[src/rtl/multicycle_control_if.sv]
// Bundle of instruction-side inputs and datapath control outputs exchanged
// between the multicycle main controller and the datapath.
interface multicycle_control_if;
  logic [5:0] Op;
  logic       mem_ready;

  logic       PCWrite;
  logic       PCWriteCond;
  logic       IorD;
  logic       MemRead;
  logic       MemWrite;
  logic       IRWrite;
  logic       MemtoReg;
  logic       RegDst;
  logic       RegWrite;
  logic       ALUSrcA;
  logic       ExtOp;
  logic [1:0] ALUSrcB;
  logic [2:0] ALUOp;
  logic [1:0] PCSource;
  logic [3:0] state;
  logic       instr_done;
  logic       illegal_op;

  // Controller side: reads the opcode and memory handshake, drives controls.
  modport master (
    input  Op, mem_ready,
    output PCWrite, PCWriteCond, IorD, MemRead, MemWrite, IRWrite,
           MemtoReg, RegDst, RegWrite, ALUSrcA, ExtOp, ALUSrcB, ALUOp,
           PCSource, state, instr_done, illegal_op
  );

  // Datapath side: supplies the opcode and handshake, consumes controls.
  modport slave (
    output Op, mem_ready,
    input  PCWrite, PCWriteCond, IorD, MemRead, MemWrite, IRWrite,
           MemtoReg, RegDst, RegWrite, ALUSrcA, ExtOp, ALUSrcB, ALUOp,
           PCSource, state, instr_done, illegal_op
  );
endinterface

[src/rtl/multicycle_control.sv]
// Main controller for a multicycle MIPS-style datapath. A Moore FSM walks
// each instruction through fetch, decode and its execution states; the
// opcode is captured during DECODE so later states ignore the live Op field.
// Controls are decoded from the current state and forced low during reset so
// no memory or PC write can be issued while the machine is being reset.
module multicycle_control (
  input logic                  clk,
  input logic                  reset,
  multicycle_control_if.master bus
);

  localparam logic [5:0] OP_R    = 6'b000000;
  localparam logic [5:0] OP_LW   = 6'b100011;
  localparam logic [5:0] OP_SW   = 6'b101011;
  localparam logic [5:0] OP_BEQ  = 6'b000100;
  localparam logic [5:0] OP_J    = 6'b000010;
  localparam logic [5:0] OP_ADDI = 6'b001000;
  localparam logic [5:0] OP_ANDI = 6'b001100;
  localparam logic [5:0] OP_ORI  = 6'b001101;
  localparam logic [5:0] OP_XORI = 6'b001110;

  localparam logic [2:0] ALU_ADD   = 3'b000;
  localparam logic [2:0] ALU_SUB   = 3'b001;
  localparam logic [2:0] ALU_FUNCT = 3'b010;
  localparam logic [2:0] ALU_AND   = 3'b011;
  localparam logic [2:0] ALU_OR    = 3'b100;
  localparam logic [2:0] ALU_XOR   = 3'b101;

  typedef enum logic [3:0] {
    FETCH  = 4'd0,
    DECODE = 4'd1,
    MEMADR = 4'd2,
    MEMRD  = 4'd3,
    MEMWB  = 4'd4,
    MEMWR  = 4'd5,
    REX    = 4'd6,
    RWB    = 4'd7,
    BEQ    = 4'd8,
    IEX    = 4'd9,
    IWB    = 4'd10,
    JUMP   = 4'd11
  } state_t;

  state_t     state_q, state_d;
  logic [5:0] op_q, op_d;
  logic       decode_illegal;

  // Next-state selection, opcode capture in DECODE, and illegal-opcode detect.
  always_comb begin
    state_d        = FETCH;
    op_d           = op_q;
    decode_illegal = 1'b0;
    case (state_q)
      FETCH:  state_d = bus.mem_ready ? DECODE : FETCH;
      DECODE: begin
        op_d = bus.Op;
        case (bus.Op)
          OP_LW, OP_SW:                      state_d = MEMADR;
          OP_R:                              state_d = REX;
          OP_BEQ:                            state_d = BEQ;
          OP_J:                              state_d = JUMP;
          OP_ADDI, OP_ANDI, OP_ORI, OP_XORI: state_d = IEX;
          default: begin
            state_d        = FETCH;
            decode_illegal = 1'b1;
          end
        endcase
      end
      MEMADR: state_d = (op_q == OP_LW) ? MEMRD : MEMWR;
      MEMRD:  state_d = bus.mem_ready ? MEMWB : MEMRD;
      MEMWB:  state_d = FETCH;
      MEMWR:  state_d = bus.mem_ready ? FETCH : MEMWR;
      REX:    state_d = RWB;
      RWB:    state_d = FETCH;
      BEQ:    state_d = FETCH;
      IEX:    state_d = IWB;
      IWB:    state_d = FETCH;
      JUMP:   state_d = FETCH;
      default: state_d = FETCH;
    endcase
  end

  // Datapath controls per state; everything held low while reset is asserted.
  always_comb begin
    bus.PCWrite     = 1'b0;
    bus.PCWriteCond = 1'b0;
    bus.IorD        = 1'b0;
    bus.MemRead     = 1'b0;
    bus.MemWrite    = 1'b0;
    bus.IRWrite     = 1'b0;
    bus.MemtoReg    = 1'b0;
    bus.RegDst      = 1'b0;
    bus.RegWrite    = 1'b0;
    bus.ALUSrcA     = 1'b0;
    bus.ExtOp       = 1'b0;
    bus.ALUSrcB     = 2'b00;
    bus.ALUOp       = ALU_ADD;
    bus.PCSource    = 2'b00;
    bus.instr_done  = 1'b0;
    bus.illegal_op  = 1'b0;
    if (!reset) begin
      case (state_q)
        FETCH: begin
          bus.MemRead = 1'b1;
          bus.ALUSrcB = 2'b01;
          bus.IRWrite = bus.mem_ready;
          bus.PCWrite = bus.mem_ready;
        end
        DECODE: begin
          bus.ALUSrcB    = 2'b11;
          bus.illegal_op = decode_illegal;
        end
        MEMADR: begin
          bus.ALUSrcA = 1'b1;
          bus.ALUSrcB = 2'b10;
        end
        MEMRD: begin
          bus.IorD    = 1'b1;
          bus.MemRead = 1'b1;
        end
        MEMWB: begin
          bus.MemtoReg   = 1'b1;
          bus.RegWrite   = 1'b1;
          bus.instr_done = 1'b1;
        end
        MEMWR: begin
          bus.IorD       = 1'b1;
          bus.MemWrite   = 1'b1;
          bus.instr_done = bus.mem_ready;
        end
        REX: begin
          bus.ALUSrcA = 1'b1;
          bus.ALUOp   = ALU_FUNCT;
        end
        RWB: begin
          bus.RegDst     = 1'b1;
          bus.RegWrite   = 1'b1;
          bus.instr_done = 1'b1;
        end
        BEQ: begin
          bus.ALUSrcA     = 1'b1;
          bus.ALUOp       = ALU_SUB;
          bus.PCWriteCond = 1'b1;
          bus.PCSource    = 2'b01;
          bus.instr_done  = 1'b1;
        end
        IEX: begin
          bus.ALUSrcA = 1'b1;
          bus.ALUSrcB = 2'b10;
          bus.ExtOp   = (op_q != OP_ADDI);
          case (op_q)
            OP_ANDI: bus.ALUOp = ALU_AND;
            OP_ORI:  bus.ALUOp = ALU_OR;
            OP_XORI: bus.ALUOp = ALU_XOR;
            default: bus.ALUOp = ALU_ADD;
          endcase
        end
        IWB: begin
          bus.RegWrite   = 1'b1;
          bus.instr_done = 1'b1;
        end
        JUMP: begin
          bus.PCWrite    = 1'b1;
          bus.PCSource   = 2'b10;
          bus.instr_done = 1'b1;
        end
        default: begin
        end
      endcase
    end
  end

  // State and captured opcode registers; reset wins over every transition.
  always_ff @(posedge clk) begin
    if (reset) begin
      state_q <= FETCH;
      op_q    <= 6'b000000;
    end else begin
      state_q <= state_d;
      op_q    <= op_d;
    end
  end

  assign bus.state = state_q;

endmodule

[src/flat_wrapper.sv]
// flat-port wrapper written by rule: the top's interface ports become plain ports
module multicycle_control_flat 
  (clk, reset, bus_Op, bus_mem_ready, bus_PCWrite, bus_PCWriteCond, bus_IorD, bus_MemRead, bus_MemWrite, bus_IRWrite, bus_MemtoReg, bus_RegDst, bus_RegWrite, bus_ALUSrcA, bus_ExtOp, bus_ALUSrcB, bus_ALUOp, bus_PCSource, bus_state, bus_instr_done, bus_illegal_op);
  multicycle_control_if bus_i ();
  input logic clk;
  input logic reset;
  input wire logic [$bits(bus_i.Op)-1:0] bus_Op;
  input wire logic [$bits(bus_i.mem_ready)-1:0] bus_mem_ready;
  output wire logic [$bits(bus_i.PCWrite)-1:0] bus_PCWrite;
  output wire logic [$bits(bus_i.PCWriteCond)-1:0] bus_PCWriteCond;
  output wire logic [$bits(bus_i.IorD)-1:0] bus_IorD;
  output wire logic [$bits(bus_i.MemRead)-1:0] bus_MemRead;
  output wire logic [$bits(bus_i.MemWrite)-1:0] bus_MemWrite;
  output wire logic [$bits(bus_i.IRWrite)-1:0] bus_IRWrite;
  output wire logic [$bits(bus_i.MemtoReg)-1:0] bus_MemtoReg;
  output wire logic [$bits(bus_i.RegDst)-1:0] bus_RegDst;
  output wire logic [$bits(bus_i.RegWrite)-1:0] bus_RegWrite;
  output wire logic [$bits(bus_i.ALUSrcA)-1:0] bus_ALUSrcA;
  output wire logic [$bits(bus_i.ExtOp)-1:0] bus_ExtOp;
  output wire logic [$bits(bus_i.ALUSrcB)-1:0] bus_ALUSrcB;
  output wire logic [$bits(bus_i.ALUOp)-1:0] bus_ALUOp;
  output wire logic [$bits(bus_i.PCSource)-1:0] bus_PCSource;
  output wire logic [$bits(bus_i.state)-1:0] bus_state;
  output wire logic [$bits(bus_i.instr_done)-1:0] bus_instr_done;
  output wire logic [$bits(bus_i.illegal_op)-1:0] bus_illegal_op;
  assign bus_i.Op = bus_Op;
  assign bus_i.mem_ready = bus_mem_ready;
  assign bus_PCWrite = bus_i.PCWrite;
  assign bus_PCWriteCond = bus_i.PCWriteCond;
  assign bus_IorD = bus_i.IorD;
  assign bus_MemRead = bus_i.MemRead;
  assign bus_MemWrite = bus_i.MemWrite;
  assign bus_IRWrite = bus_i.IRWrite;
  assign bus_MemtoReg = bus_i.MemtoReg;
  assign bus_RegDst = bus_i.RegDst;
  assign bus_RegWrite = bus_i.RegWrite;
  assign bus_ALUSrcA = bus_i.ALUSrcA;
  assign bus_ExtOp = bus_i.ExtOp;
  assign bus_ALUSrcB = bus_i.ALUSrcB;
  assign bus_ALUOp = bus_i.ALUOp;
  assign bus_PCSource = bus_i.PCSource;
  assign bus_state = bus_i.state;
  assign bus_instr_done = bus_i.instr_done;
  assign bus_illegal_op = bus_i.illegal_op;
  multicycle_control u_core (.clk(clk), .reset(reset), .bus(bus_i));
endmodule
[config.mk]
export PLATFORM = sky130hd
export DESIGN_NAME = multicycle_control_flat
export DESIGN_NICKNAME = d
export VERILOG_FILES = /design/src/rtl/multicycle_control_if.sv /design/src/rtl/multicycle_control.sv /design/src/flat_wrapper.sv
export SDC_FILE = /design/constraint.sdc
export NUM_CORES = 1
export LEC_CHECK = 0
export ABC_CLOCK_PERIOD_IN_PS = 3650
export CORE_MARGIN = 3
export CORE_UTILIZATION = 46
export DETAILED_ROUTE_END_ITERATION = 16
export GPL_TIMING_DRIVEN = 0
export PLACE_DENSITY = 0.91
export SYNTH_ARGS = -nofsm -noshare
export SYNTH_HDL_FRONTEND = slang
export SYNTH_SLANG_ARGS = --single-unit
[constraint.sdc]
create_clock -name clk -period 3.65 [get_ports clk]
set_input_delay 0.73 -clock clk [delete_from_list [all_inputs] [get_ports clk]]
set_output_delay 0.73 -clock clk [all_outputs]
set_load 0.01 [all_outputs]
==> impl_results.md, run 1 <==
- Status: complete, no violations
- Worst Setup SP: bus_Op[2]
- # clock sinks: 10
- Final critical-path setup slack: 0.141 ns
- Fin crit period: 3.51 ns
- Area leader, netlist: dfxtp_1
- CP max FO: 6
- Final nets: roughly 170
- Synthesized area: 847 sq um
- Gate power share: 24.5%
- Final slew viol count: 0
- Hold Vio Cnt, Final: 0
- Via count: between 1k and 1.5k
- CP Capture Type: output pin
- LEAKAGE: 0.000416 uW
- Chip width: about 49 um
- Post-CTS Resized: 0
- Sequential power share: between 40% and 50%
- 1st-pass router iterations: 4
- Largest net degree at the start of global routing: 11
- Initial Utilization: 52.6%
- Routed Antenna Nets: 0
- Internal: 208 uW
- H-tree level count: 1
- Arrival @ worst endpoint: ~2.8 ns
- CTS tree: yes
- Switching fraction of total power: around 29%
- Crit start category: primary input
- Post-CTS Setup Inserts: 0
- Worst-path clk slew: approximately 0.06 ns
- I/O pin total: 33
- Peak supply drop: about 210 uV
- Relative slew slack: between 60% and 70%
- Area Overhead vs Synth: 44.8%
- Critical path type: primary input to output pin
- Worst R2R Path Depth: 5
- Fin cells: 187
- Sw power: around 85 uW
- Gr usage total: 22.9%
- Die H: 48.9 um
- Max Clk Rate: ~0.29 GHz
- Die ar.: ~2400 sq um
- Worst Hold Class: flop to flop
- FILL cells: between 100 and 150
- RSZ-0062 raised after global routing: false
- Antenna violations before repair: 0
- Area after DPL: between 1000 and 1500 sq um
- Worst path required time: just under 3 ns
- Iteration-0 DRC Markers: 31
- Row count: 14
- Synth Instances: 128
- CTS Buf Count: 3
- Seq cells post-synth: 10
- CTS max path bufs: 2
- I/O Buffers: 31
- Power per cell area: between 200 and 250 nW/um^2
- DRC: 0
- Setup TNS: 0 ns
- Tightest Pin Transition: between 0.5 and 0.6 ns
- GP Congestion: approximately 0.84
- Layout Skew: between 0.006 and 0.007 ns
- Top cell type's share of synthesized area: a little under a quarter
- Number of global-route vias before repair: ~960
- Setup slack, reg-to-reg: 1.83 ns
- Setup WS pre-CTS: 0.157 ns
- Clock share of power: around a third
- Root buf cell: clkbuf_4
- Post-Route WL: around 2700 um
- Ratio of final minimum period to clock period: around 96%
- Reg-to-reg startpoint: u_core.bus.state[0]$_SDFF_PP0_
- Clock latency on the worst-skew pair: around 0.28 ns
- Most frequent cells in the layout: clkdlybuf4s50_1 (30), nor2_1 (19), nand2_1 (19)
- Top cells by area, synth: dfxtp_1 (24%), nand2_1 (8.4%), nor2_1 (8.4%)
- Core Region: roughly 1600 sq um
- Unique masters post-synth: 40
- Remaining global-route overflow: 0
- Setup crit end: bus_illegal_op
- CTS Hold Bufs: 0
- Vias/cell: 5.96
- Avg WL per Cell: 14.2 um
- Setup violators final: 0
- Post-route cell area: about 1200 sq um
- Max Cap Viol: 0
- Syn Nets: 137
- Syn_area_per_cell: about 6.6 sq um
- Diode count: 0
- Placed Cells incl. Taps: approximately 180
- Layout cell share with drive strength beyond 1: about 6.1%
- Reg2reg end: u_core.bus.state[1]$_SDFF_PP0_
- Hpwl dp: 2020 um
- First-pass GRT wire length: approximately 4300 um
- Synth warn: 0
- Leading cell type in the layout, fill and taps excluded: clkdlybuf4s50_1
- Sequential fraction of the synthesis area: roughly a quarter
[flip-flops by register name, summed over array words and instances (netlist names)]
name and count:
u_core.bus.state 4, u_core.op_q 6
[worst min path at each step]
| stage | startpoint | endpoint | cells past startpoint |
|---|---|---|---|
| final | u_core.op_q[4]$_SDFFE_PP0P_ | u_core.op_q[4]$_SDFFE_PP0P_ | 2 |
| after global routing | u_core.op_q[4]$_SDFFE_PP0P_ | u_core.op_q[4]$_SDFFE_PP0P_ | 2 |
| after CTS | u_core.op_q[4]$_SDFFE_PP0P_ | u_core.op_q[4]$_SDFFE_PP0P_ | 2 |
| after detailed placement | u_core.op_q[4]$_SDFFE_PP0P_ | u_core.op_q[4]$_SDFFE_PP0P_ | 2 |
| after global placement | u_core.op_q[4]$_SDFFE_PP0P_ | u_core.op_q[4]$_SDFFE_PP0P_ | 2 |
| after floorplan | u_core.op_q[4]$_SDFFE_PP0P_ | u_core.op_q[4]$_SDFFE_PP0P_ | 2 |
[critical path, stage by stage]
cell and delay (ns):
clkdlybuf4s50_1 0.50, nor2b_1 0.19, a22o_1 0.25, o31a_1 0.27, nor4_1 0.26, clkdlybuf4s50_1 0.58
[logic make-up (layout without fill, tap and decap cells)]
kind of cell | count (synthesis) | in the layout | share of synthesized area (%)
xor gates and xnor gates | 2 | 2 | 2.07
muxes | 1 | 1 | 1.18
and+or+nand+nor | 74 | 74 | 44.2
AOI/OAI and AO/OA | 28 | 28 | 21.7
buffers and inverters | 13 | 48 | 7.24
DFF | 10 | 10 | 23.6
[synth_stat cells, drive strengths merged]
cell      n
buf       3
a211oi    2
a21oi    10
nor3      8
a22o      1
o2111ai   1
nor2     19
nor4b     1
nand2    19
nand2b    4
mux2i     1
nand3     2
o22ai     1
a211o     1
or4       1
o31a      1
and2b     1
xnor2     2
or3       3
nand3b    2
o21ai     2
nand4     2
a31oi     4
nor2b     3
o21bai    1
o311a     1
or3b      1
or4b      1
nor3b     1
o21a      1
nor4      5
clkbuf    8
o32a      1
or2       1
dfxtp    10
inv       2
o31ai     1
[final cells by class]
type                       instances  area [sq um]  share of cell area (%)
tap                               24          30.0                    2.45
multi-input combinational        105           586                    47.8
clock buffer                       4          36.3                    2.96
sequential                        10           200                    16.3
inverter                           2          7.51                   0.612
timing repair buffer              31           313                    25.5
buffer                            11          53.8                    4.39
[metal layers]
layer	GRT usage (%)	share of wire (%)	vias to the layer above	routed length, um
met3	2.14	8.0	9	212
met4	15.2	3.3	0	89
met2	39.4	49	67	1300
met1	26.9	40	506	1060
li1	-	-	533	-
met5	0	0	-	0
[power groups by stage]
stage	clock network (uW)	registers, uW	logic, uW
after detailed placement	0	121	70.4
after global placement	0	120	67.4
after CTS	105	118	70.9
final	103	118	71.6
after global routing	112	119	77.4
after floorplan	0	120	38.5
[stage by stage]
step	total power, uW	util (%)	hold WS (ns)
6_report	293	76.1	0.479
5_1_grt	308	76.1	0.499
4_1_cts	294	75.9	0.473
3_5_place_dp	191	73.7	0.464
3_3_place_gp	188	73.7	0.462
2_1_floorplan	158	-	0.444
(Power assumes the default switching activity.)
==> inputs of run 2 (changes only) <==
- SLEW_MARGIN: unset -> 20
- TNS_END_PERCENT: unset -> 1
==> results of run 2 <==
The final DEF is identical to that of run 1; final timing and power are the same.
==> inputs of run 3 (changes only) <==
- ABC_CLOCK_PERIOD_IN_PS: 3650 -> 4400
- clock period: 3.65 -> 4.4 ns (I/O delays scaled with it)
==> run 3 against run 2 <==
Compared with the run above: sequential power fell by 17%; final cell count did not move; via count fell by 0.18%; largest power group unchanged.
==> impl_results.md, run 3 (synthesis results as in run 1) <==
- Power per cell area: 198 nW/um^2 (-17%)
- Most frequent cells in the layout: clkdlybuf4s50_1 (31), nor2_1 (19), nand2_1 (19)
- Largest register by flop count: u_core.op_q
- Fin crit period: 3.82 ns
- Routed Antenna Nets: 0 (unchanged)
- Avg WL per Cell: 14.2 um (about the same)
- Die ar.: 2390 sq um (unchanged)
- Antenna violations before repair: 0 (unchanged)
- CP Capture Type: output pin
- Post-CTS Resized: 0 (unchanged)
- Setup violators final: 0 (unchanged)
- CTS Hold Bufs: 0 (unchanged)
- Die H: 48.9 um (unchanged)
- Crit start category: primary input
- Post-Route WL: 2660 um (about the same)
- Worst-path clk slew: 0.06 ns (about the same)
- Worst Hold Class: flop to flop
- 1st-pass router iterations: 4 (unchanged)
- Final slew viol count: 0 (unchanged)
- Gr usage total: 22.9% (unchanged)
- Area after DPL: 1190 sq um (unchanged)
- Peak supply drop: 177 uV (-17%)
- Overall power: 243 uW (-17%)
- Reg2reg end: u_core.bus.state[1]$_SDFF_PP0_
- Relative slew slack: 60.7% (unchanged)
- Area Overhead vs Synth: 44.5%
- CTS Buf Count: 3 (unchanged)
- Worst min-delay path startpoint: u_core.op_q[4]$_SDFFE_PP0P_
- Crit-path slowest cell: clkdlybuf4s50_1
- Worst R2R Path Depth: 5 (unchanged)
- Hold path depth: 2 (unchanged)
- Post-CTS Setup Inserts: 0 (unchanged)
- Critical path type: primary input to output pin
- GP Congestion: 0.835 (unchanged)
- Post-route cell area: 1220 sq um (-0.20%)
- Crit path max-delay family: buffers and inverters
- Layout Skew: 0.00622 ns (unchanged)
- Iteration-0 DRC Markers: 31 (unchanged)
- First-pass GRT wire length: 4330 um (unchanged)
- Via count: 1113 (-0.18%)
- Row count: 14 (unchanged)
- Tightest Pin Transition: 0.585 ns (+0.000000298 ns)
- Setup TNS: 0 ns (unchanged)
- RSZ-0062 raised after global routing: false
- Remaining global-route overflow: 0 (unchanged)
- Worst path required time: 3.52 ns (+0.60 ns)
- Diode count: 0 (unchanged)
- Clock latency on the worst-skew pair: 0.28 ns (about the same)
- Reg-to-reg startpoint: u_core.bus.state[0]$_SDFF_PP0_
- LEAKAGE: 0.000407 uW (-2.2%)
- Max Clk Rate: between 0.2 and 0.3 GHz
- Hold path endpoint: u_core.op_q[4]$_SDFFE_PP0P_
- # clock sinks: 10 (unchanged)
- Leading cell type in the layout, fill and taps excluded: clkdlybuf4s50_1
- DRC: 0 (unchanged)
- Final nets: 173 (unchanged)
- Max reg flops: 6 (unchanged)
- Core Region: 1610 sq um (unchanged)
- I/O pin total: 33 (unchanged)
- Most used cell, CP: clkdlybuf4s50_1
- Vias/cell: 5.95 (-0.18%)
- Initial Utilization: 52.6% (unchanged)
- Root buf cell: clkbuf_4
- CTS tree: yes
- Setup slack, reg-to-reg: 2.58 ns (+0.75 ns)
- Status: complete, no violations
- Hpwl dp: 2020 um (unchanged)
- H-tree level count: 1 (unchanged)
- CP max FO: 8 (+2)
- Largest net degree at the start of global routing: 11 (unchanged)
- CTS max path bufs: 2 (unchanged)
- Max incr delay on CP: 0.61 ns (+0.03 ns)
- Ratio of final minimum period to clock period: 86.9%
- Worst-path cell chain: clkdlybuf4s50_1 -> nor2b_1 -> a22o_1 -> o31a_1 -> nor4_1 -> clkdlybuf4s50_1
- Buffer and inverter count on the worst path: 2 (unchanged)
- Arrival @ worst endpoint: 2.94 ns (+0.16 ns)
- Chip width: 48.9 um (unchanged)
- Hold Vio Cnt, Final: 0 (unchanged)
- I/O Buffers: 31 (unchanged)
- Number of global-route vias before repair: 963 (unchanged)
- Worst Hold Margin: 0.479 ns (unchanged)
- Max Cap Viol: 0 (unchanged)
- FILL cells: 148 (unchanged)
- Layout cell share with drive strength beyond 1: 6.13% (unchanged)
==> run 3: cell count changes in the layout (fill, tap and decap cells not counted) <==
cell             previous run  this run
clkdlybuf4s50_1            30        31
dlymetal6s2s_1              1         0
==> run 3: metrics by stage <==
stage	std cells	utilization, %	worst slack [ns]
finish	187	75.9	0.577
global placement	183	73.7	0.595
detailed placement	183	73.7	0.607
global route	187	75.9	0.433
floorplan	128	-	1.45
CTS	187	75.9	0.578
==> run 3: cell type report <==
class / count / area [sq um] / share of cell area [%]
Sequential cell: 10 / 200 / 16.4
Tap cell: 24 / 30.0 / 2.45
Timing Repair Buffer: 31 / 310 / 25.4
Multi-Input combinational cell: 105 / 586 / 47.9
Clock buffer: 4 / 36.3 / 2.97
Buffer: 11 / 53.8 / 4.40
Inverter: 2 / 7.51 / 0.613
==> run 3: worst max-delay path by stage <==
stage	start	end	slack [ns]	depth (start not counted)
floorplan	bus_Op[0]	bus_illegal_op	1.45	5
global placement	bus_Op[1]	bus_illegal_op	0.59	6
detailed placement	bus_Op[1]	bus_illegal_op	0.61	6
CTS	bus_Op[1]	bus_illegal_op	0.58	6
global route	bus_Op[1]	bus_illegal_op	0.43	6
finish	bus_Op[1]	bus_illegal_op	0.58	6
==> run 3: routing by layer <==
metal	track usage (%)	wire length (um)	share of wire [%]	vias to the layer above
li1	-	-	-	532
met1	26.9	1060	40	503
met2	39.4	1300	49	69
met3	2.14	212	8.0	9
met4	15.2	89	3.3	0
met5	0	0	0	-
==> run 3: worst register-to-register path, cell delays in order, from the launching register on <==
cell	delay, ns
dfxtp_1	0.38
clkbuf_2	0.22
and2b_1	0.22
nand2_1	0.20
or4_1	0.53
a31oi_1	0.20
==> run 3: power by group <==
part / internal (uW) / total, uW / switching [uW] / leakage [uW]
clock: 50.4 / 85.1 / 34.7 / 0.0000210
sequential: 94.3 / 98.2 / 3.98 / 0.0000814
combinational: 27.7 / 59.5 / 31.8 / 0.000304
